[config.mk]
export PLATFORM = sky130hd
export DESIGN_NAME = step_sequencer
export DESIGN_NICKNAME = d
export VERILOG_FILES = /design/src/rtl/step_sequencer.sv
export SDC_FILE = /design/constraint.sdc
export NUM_CORES = 1
export LEC_CHECK = 0
export CORE_MARGIN = 1.5
export CORE_UTILIZATION = 45
export CTS_CLUSTER_SIZE = 40
export DETAILED_ROUTE_END_ITERATION = 8
export GPL_ROUTABILITY_DRIVEN = 0
export PLACE_DENSITY = 0.7
export SKIP_CTS_REPAIR_TIMING = 1
export SLEW_MARGIN = 15
export SYNTH_ARGS = -nofsm -noshare
export SYNTH_HDL_FRONTEND = slang
export SYNTH_SLANG_ARGS = --single-unit
[constraint.sdc]
create_clock -name i_clk -period 4.6 [get_ports i_clk]
set_input_delay 0.69 -clock i_clk [delete_from_list [all_inputs] [get_ports i_clk]]
set_output_delay 0.69 -clock i_clk [all_outputs]
set_load 0.02 [all_outputs]
[src/rtl/step_sequencer.sv]
// ---------------------------------------------------------------------------
// step_sequencer
//
// Pattern store and playback engine for the drum machine. Sits directly
// downstream of the mode controller and follows its 2-bit mode:
//   EDIT (00) : pad pulses toggle pattern bits at the cursor step, the
//               cursor moves with step_inc / step_dec, clear wipes the
//               whole pattern, and pads are auditioned on the triggers.
//   PLAY (01) : steps through the pattern at a fixed tempo and fires the
//               stored column on the triggers once per step.
//   RAW  (10) : pads pass straight through to the triggers.
//   11        : reserved; triggers silent and all state holds.
//
// Ports:
//   i_clk        system clock
//   i_rst        synchronous active-high reset
//   i_mode       operating mode from the mode controller
//   i_pad        one-cycle debounced pad pulses, bit t = track t
//   i_step_inc   one-cycle pulse, cursor +1 (EDIT only)
//   i_step_dec   one-cycle pulse, cursor -1 (EDIT only)
//   i_clear      one-cycle pulse, zero the entire pattern (EDIT only)
//   o_trig       registered one-cycle trigger pulses to the voices
//   o_step_idx   play position in PLAY, edit cursor otherwise
//   o_step_col   pattern column at o_step_idx, for the step LEDs
// ---------------------------------------------------------------------------
module step_sequencer #(
  parameter int STEPS          = 16,
  parameter int TRACKS         = 4,
  parameter int TICKS_PER_STEP = 6250000
) (
  input  logic                     i_clk,
  input  logic                     i_rst,
  input  logic [1:0]               i_mode,
  input  logic [TRACKS-1:0]        i_pad,
  input  logic                     i_step_inc,
  input  logic                     i_step_dec,
  input  logic                     i_clear,
  output logic [TRACKS-1:0]        o_trig,
  output logic [$clog2(STEPS)-1:0] o_step_idx,
  output logic [TRACKS-1:0]        o_step_col
);

  localparam int SW = $clog2(STEPS);
  localparam int TW = $clog2(TICKS_PER_STEP);

  // A TW-bit counter always reaches TICKS_PER_STEP-1 because
  // clog2(N) bits hold every value up to N-1.
  localparam logic [TW-1:0] TICK_LAST = TW'(TICKS_PER_STEP - 1);

  typedef enum logic [1:0] {
    MODE_EDIT = 2'b00,
    MODE_PLAY = 2'b01,
    MODE_RAW  = 2'b10,
    MODE_RSVD = 2'b11
  } mode_t;

  // Registered state
  logic [STEPS-1:0]  r_pattern [TRACKS];
  logic [SW-1:0]     r_cursor;
  logic [SW-1:0]     r_play_pos;
  logic [TW-1:0]     r_tick;
  mode_t             r_prev_mode;
  logic [TRACKS-1:0] r_trig;

  // Next-state values
  logic [STEPS-1:0]  w_pattern_nxt [TRACKS];
  logic [SW-1:0]     w_cursor_nxt;
  logic [SW-1:0]     w_play_pos_nxt;
  logic [TW-1:0]     w_tick_nxt;
  logic [TRACKS-1:0] w_trig_nxt;

  // Helpers
  mode_t             w_mode;
  logic              w_play_entry;
  logic [SW-1:0]     w_pos_inc;
  logic [SW-1:0]     w_view_idx;
  logic [TRACKS-1:0] w_col_first;
  logic [TRACKS-1:0] w_col_next;
  logic [TRACKS-1:0] w_col_view;

  assign w_mode       = mode_t'(i_mode);
  assign w_play_entry = (w_mode == MODE_PLAY) && (r_prev_mode != MODE_PLAY);

  // STEPS is a power of two, so the natural SW-bit overflow is the wrap.
  assign w_pos_inc  = r_play_pos + SW'(1);

  // The display follows the live mode input, so it switches to the play
  // position in the same cycle PLAY is selected (before the restart lands).
  assign w_view_idx = (w_mode == MODE_PLAY) ? r_play_pos : r_cursor;

  // Column slices: step 0 for PLAY entry, the upcoming step for the step
  // boundary, and the displayed step for the LEDs.
  always_comb begin
    w_col_first = '0;
    w_col_next  = '0;
    w_col_view  = '0;
    for (int t = 0; t < TRACKS; t++) begin
      w_col_first[t] = r_pattern[t][0];
      w_col_next[t]  = r_pattern[t][w_pos_inc];
      w_col_view[t]  = r_pattern[t][w_view_idx];
    end
  end

  // Next-state logic for every mode. Defaults hold the pattern, cursor and
  // play position, park the tick counter at 0 and keep the triggers silent;
  // each mode then overrides only what it owns.
  always_comb begin
    for (int t = 0; t < TRACKS; t++) begin
      w_pattern_nxt[t] = r_pattern[t];
    end
    w_cursor_nxt   = r_cursor;
    w_play_pos_nxt = r_play_pos;
    w_tick_nxt     = '0;
    w_trig_nxt     = '0;

    case (w_mode)
      MODE_EDIT: begin
        w_trig_nxt = i_pad;
        // Toggles use the cursor as it was at the start of the cycle, so a
        // simultaneous move affects only where the next press lands.
        if (i_clear) begin
          for (int t = 0; t < TRACKS; t++) begin
            w_pattern_nxt[t] = '0;
          end
        end else begin
          for (int t = 0; t < TRACKS; t++) begin
            if (i_pad[t]) begin
              w_pattern_nxt[t][r_cursor] = ~r_pattern[t][r_cursor];
            end
          end
        end
        if (i_step_inc && !i_step_dec) begin
          w_cursor_nxt = r_cursor + SW'(1);
        end else if (i_step_dec && !i_step_inc) begin
          w_cursor_nxt = r_cursor - SW'(1);
        end
      end

      MODE_PLAY: begin
        if (w_play_entry) begin
          // Entering PLAY always restarts from step 0 and fires it at once.
          w_play_pos_nxt = '0;
          w_tick_nxt     = '0;
          w_trig_nxt     = w_col_first;
        end else if (r_tick == TICK_LAST) begin
          w_play_pos_nxt = w_pos_inc;
          w_tick_nxt     = '0;
          w_trig_nxt     = w_col_next;
        end else begin
          w_tick_nxt = r_tick + TW'(1);
        end
      end

      MODE_RAW: begin
        w_trig_nxt = i_pad;
      end

      default: begin
      end
    endcase
  end

  // State register with synchronous reset. Reset clears prev_mode to EDIT
  // so that a PLAY request on the first cycle out of reset is an entry.
  always_ff @(posedge i_clk) begin
    if (i_rst) begin
      for (int t = 0; t < TRACKS; t++) begin
        r_pattern[t] <= '0;
      end
      r_cursor    <= '0;
      r_play_pos  <= '0;
      r_tick      <= '0;
      r_prev_mode <= MODE_EDIT;
      r_trig      <= '0;
    end else begin
      for (int t = 0; t < TRACKS; t++) begin
        r_pattern[t] <= w_pattern_nxt[t];
      end
      r_cursor    <= w_cursor_nxt;
      r_play_pos  <= w_play_pos_nxt;
      r_tick      <= w_tick_nxt;
      r_prev_mode <= w_mode;
      r_trig      <= w_trig_nxt;
    end
  end

  assign o_trig     = r_trig;
  assign o_step_idx = w_view_idx;
  assign o_step_col = w_col_view;

endmodule
==> results of run 1 <==
flip-flops by register name, indices dropped and copies added, names as in the netlist:
signal       cells
o_trig           4
r_cursor         4
r_pattern       64
r_play_pos       4
r_prev_mode      2
r_tick          23
metrics by stage:
stage / cell area, sq um / hold slack (ns) / power (mW) / setup WS (ns) / utilization [%]
3_5_place_dp: 6560 / 0.452 / 1.14 / 0.314 / 48.9
5_1_grt: 6920 / 0.482 / 2.08 / 0.0939 / 51.6
6_report: 6920 / 0.463 / 2.02 / 0.278 / 51.6
2_1_floorplan: 6270 / 0.418 / 1.06 / 1.21 / -
3_3_place_gp: 6560 / 0.429 / 1.13 / 0.335 / 48.9
4_1_cts: 6920 / 0.464 / 2.02 / 0.304 / 51.6
where the power goes:
part	total [mW]	internal (mW)	switching [mW]
clock	0.898	0.562	0.336
sequential	0.898	0.882	0.0163
combinational	0.225	0.0806	0.144
total	2.02	1.52	0.496
kinds of logic after synthesis:
logic type | Yosys count | share of synthesized area (%)
compound gates | 175 | 16.6
flops | 101 | 32.2
simple gates | 267 | 22.1
xor+xnor | 26 | 3.63
fa+ha+maj | 6 | 1.32
mux | 69 | 19.2
buf+inv | 56 | 4.89
path summary, 6_finish.rpt:
kind | startpoint | to | slack [ns] | depth (start not counted)
worst max register to register | r_play_pos[0]$_SDFFE_PP0P_ | o_trig[2]$_SDFF_PP0_ | 1.23 | 7
worst min-delay path | r_tick[0]$_SDFF_PP0_ | r_tick[0]$_SDFF_PP0_ | 0.46 | 1
worst min register to register | r_tick[0]$_SDFF_PP0_ | r_tick[0]$_SDFF_PP0_ | 0.46 | 1
worst max-delay path | i_mode[0] | o_step_col[1] | 0.28 | 9
layout by cell type, fill, tap and decap left out, types with 6 or more instances in the layout:
cell type,count
nand4_1,6
nand2b_1,7
nor2b_1,73
xor2_1,16
mux4_2,35
o21ai_0,91
mux2_2,10
mux2i_1,19
clkbuf_16,9
o21ai_1,25
dfxtp_1,101
nand3_1,27
a211oi_1,6
nor2_1,44
xnor2_1,10
clkdlybuf4s50_1,21
a21oi_1,21
and3_1,7
nand2_1,64
buf_4,16
nor3_1,7
and2_1,10
cell type report:
cell class	count	area, sq um	area share, %
multi-input cells	543	3960	57.2
flip-flops and latches	101	2020	29.2
repair buffers	38	335	4.85
clock buffers	11	253	3.65
well taps	176	220	3.18
clock inverters	5	106	1.54
inverters	6	25.0	0.362
layer usage:
layer / GRT usage, % / up-vias / part of all wire, %
li1: - / 2529 / -
met1: 33.1 / 2681 / 41
met2: 40.0 / 327 / 46
met3: 5.83 / 57 / 9.4
met4: 12.0 / 0 / 3.9
met5: 0 / - / 0
critical path, stage by stage:
cell,delay [ns]
clkdlybuf4s50_1,0.51
nand2b_1,0.21
buf_4,0.24
mux2i_2,0.42
buf_4,0.22
mux4_2,0.31
a22oi_1,0.31
o41ai_1,0.15
clkdlybuf4s50_1,0.56
==> run_results.csv, run 1 <==
group,metric,value,unit
power,leakage,2.36,nW
layout,drive_gt1_share,13.5,%
clock_network,cts_root_buf,"clkbuf_16",
clock_network,clkLatencyLatePin,0.36,ns
timing,rsz0062_at_grt,"false",
synth,synth-async-reset-ratio,0,%
clock_network,numCtsBuffers,9,
synth,synth_area,6270,sq um
synth,ys_seq_elements,101,
synth,synth_cells,700,
timing,fin_crit_sh,94.0,%
synth,synthTopCellsByArea,"dfxtp_1 32%, mux4_2 13%, nor2b_1 7.3%, o21ai_0 7.3%, nand2_1 3.8%",
drt,ant_nets,0,
timing,worst_pin_slew,1.06,ns
layout,n_antenna_cell,0,
floorplanning,die_h,121,microns
worst_hold_path,hold_path_class,"reg2reg",
synth,yosys.area.top_type,"dfxtp_1",
floorplanning,die_area,14600,sq um
clock_network,cts_tree,"done",
flow_run,drv_cap,0,
timing,drv_slew,0,
synth,ys_warn_count,0,
power,ir_worst_vdd,0.172,mV
global_route,grt_max_degree,57,
place,dp_hpwl,12700,microns
floorplanning,ios,23,
synth,synthesis.nets,717,
worst_setup_path,startpoint_type,"primary input",
worst_setup_path,required,3.91,ns
worst_setup_path,cp_max_fo,13,
synth,synth_most_common_cell,"dfxtp_1",
drt,finalWirelength,17900,microns
timing,setup-tns-final,0,ns
layout,stdcell_count,880,
global_route,gr-usage-all-layers,25.4,%
clock_network,htree_levels,3,
drt,drt_iter0_drc,736,
drt,drc_errors,0,
global_route,antenna_found_initial,0,
layout,fin_nets,716,
place,port_buffers,22,
global_route,grt_first_pass_wirelength,28700,microns
timing,period_needed,4.32,ns
drt,vias,5594,
floorplanning,initial_core_util,46.8,%
synth,synthTopCellsByCount,"101 x dfxtp_1, 91 x o21ai_0, 73 x nor2b_1, 64 x nand2_1, 44 x nor2_1",
timing,hold_violations,0,
floorplanning,core,13400,sq um
worst_setup_path,cp-end-kind,"output port",
clock_network,path_clk_slew,0.06,ns
floorplanning,die_w,121,microns
drt,via_per_inst,6.36,
synth,syn_area_per_cell,8.96,sq um
synth,synth.distinct_cells,55,
global_route,grt.overflow.total,0,
synth,synth.top_cell.area_share,32.2,%
timing,finClkSkew,0.00925,ns
global_route,grt_pass1_vias,5424,
power,powerDensity,292,nW/um^2
synth,synth-edff-count,0,
layout,fillers,1227,
drt,wire_per_inst,20.4,microns
synth,synthFlopType,"dfxtp_1",
floorplanning,num_rows,42,
place,dp_cells,864,
timing,setup_viol,0,
drt,dr.pass1.iters,7,
timing,relSlewSlack,29.4,%
worst_setup_path,worstPathArrival,3.63,ns
clock_network,clock_sinks,101,
timing,fmax,231,MHz
synth,yosysSeqAreaShare,32.2,%
status,status,"finished, final reports clean",
worst_setup_path,path_class,"in2out",
layout,syn2layout_area_growth,10.3,%
clock_network,cts_max_path_buffers,2,
(Power assumes the default switching activity.)
==> run 2, diff against run 1 <==
CAP_MARGIN = 20   (was default)
GPL_ROUTABILITY_DRIVEN = default   (was 0)
==> run 2 against run 1 <==
Effect of this change: critical path depth shrank 1; setup slack lost 0.082 ns; combinational power is 2% higher; wire length increased by 1.8%; sequential cell count did not move; worst hold slack improved by 0.0012 ns; non-clock buffer count increased by 1; clock skew fell by 0.0017 ns; fmax shrank 1.9%; power shrank 7.9%; largest power group unchanged.
==> run_results.csv, run 2 (synthesis results as in run 1) <==
group,metric,value,unit
status,status,"finished, final reports clean",
drt,drc_errors,0,
drt,dr.pass1.iters,7,
layout,top_register,"r_pattern",
drt,wire_per_inst,20.7,microns
worst_setup_path,cp-end-kind,"output port",
global_route,antenna_found_initial,0,
worst_setup_path,crit_path_max_incr_delay,0.72,ns
layout,fin_nets,717,
global_route,grt.overflow.total,0,
timing,fin_crit_sh,95.7,%
drt,ant_nets,0,
clock_network,cts_max_path_buffers,2,
clock_network,clkLatencyLatePin,0.36,ns
timing,rsz0062_at_grt,"false",
global_route,grt_first_pass_wirelength,28800,microns
timing,drv_slew,0,
layout,syn2layout_area_growth,9.22,%
clock_network,cts_tree,"done",
worst_hold_path,hold_path_class,"reg2reg",
worst_setup_path,cp_max_fo,9,
layout,mostFrequentLayoutCells,"101 x dfxtp_1, 91 x o21ai_0, 73 x nor2b_1",
drt,drt_iter0_drc,718,
layout,drive_gt1_share,13.5,%
power,total_power,1.86,mW
global_route,grt_max_degree,48,
layout,n_antenna_cell,0,
layout,final_util,51.1,%
layout,mostFrequentLayoutCell,"dfxtp_1",
clock_network,clock_sinks,101,
place,port_buffers,22,
clock_network,htree_levels,3,
timing,setup-tns-final,0,ns
timing,fmax,227,MHz
clock_network,path_clk_slew,0.06,ns
worst_setup_path,slowest_stage,"clkdlybuf4s50_1",
power,ir_worst_vdd,0.173,mV
power,powerDensity,272,nW/um^2
layout,reg_top3,"r_pattern (64), r_tick (23)",
worst_setup_path,worstPathArrival,3.71,ns
worst_setup_path,path_cells,"clkdlybuf4s50_1, nor2b_1, o21ai_0, o21ai_0, buf_4, o22ai_1, o41ai_1, clkdlybuf4s50_1",
flow_run,drv_cap,0,
global_route,grt_pass1_vias,5361,
clock_network,numCtsBuffers,9,
layout,fillers,1224,
floorplanning,die_h,121,microns
floorplanning,num_rows,42,
clock_network,cts_root_buf,"clkbuf_16",
worst_setup_path,required,3.91,ns
timing,relSlewSlack,26.8,%
place,dp_hpwl,13000,microns
floorplanning,die_w,121,microns
floorplanning,initial_core_util,46.8,%
place,globalplace.congestion,0.954,
layout,largest_reg_flops,64,
floorplanning,core,13400,sq um
worst_setup_path,rrSetupSlack,1.17,ns
worst_setup_path,cpLargestDelayFamily,"buffers and inverters",
worst_setup_path,path_class,"in2out",
drt,vias,5682,
timing,setup_viol,0,
timing,worst_pin_slew,1.09,ns
worst_setup_path,startpoint_type,"primary input",
worst_setup_path,path_buf_inv,3,
timing,hold_violations,0,
timing,finClkSkew,0.00754,ns
timing,period_needed,4.40,ns
floorplanning,die_area,14600,sq um
floorplanning,ios,23,
power,leakage,2.32,nW
global_route,gr-usage-all-layers,25.8,%
drt,via_per_inst,6.45,
drt,finalWirelength,18300,microns
-- run 2: layout make-up --
class | instances | area [sq um] | area share, %
repair buffers | 39 | 343 | 5.01
well taps | 176 | 220 | 3.22
flip-flops and latches | 101 | 2020 | 29.5
clock buffers | 10 | 239 | 3.49
inverters | 6 | 25.0 | 0.365
multi-input cells | 543 | 3950 | 57.7
clock inverters | 6 | 47.5 | 0.694
-- run 2: worst paths after layout --
kind | startpoint | to | cells past startpoint
setup / recovery | i_mode[0] | o_step_col[0] | 8
hold / removal | r_tick[0]$_SDFF_PP0_ | r_tick[0]$_SDFF_PP0_ | 1
setup reg to reg | r_play_pos[0]$_SDFFE_PP0P_ | o_trig[1]$_SDFF_PP0_ | 7
hold reg to reg | r_tick[0]$_SDFF_PP0_ | r_tick[0]$_SDFF_PP0_ | 1
-- run 2: layer usage --
| metal | global-route usage (%) | part of all wire (%) | vias up |
|---|---|---|---|
| met5 | 0 | 0 | - |
| met4 | 11.1 | 3.8 | 0 |
| met3 | 7.24 | 11 | 63 |
| met2 | 39.4 | 45 | 388 |
| met1 | 34.1 | 40 | 2692 |
| li1 | - | - | 2539 |
-- run 2: where the power goes --
part	total (mW)	switching, mW	internal (mW)
combinational	0.230	0.148	0.0811
clock	0.734	0.350	0.384
sequential	0.898	0.0161	0.882
total	1.86	0.514	1.35
-- run 2: metrics by stage --
step	hold slack [ns]	area, sq um	setup WS (ns)	std cells
after global routing	0.511	6850	0.0818	881
after CTS	0.469	6850	0.252	881
after global placement	0.429	6560	0.318	865
after floorplan	0.418	6270	1.21	700
final	0.465	6850	0.196	881
after detailed placement	0.458	6560	0.281	865
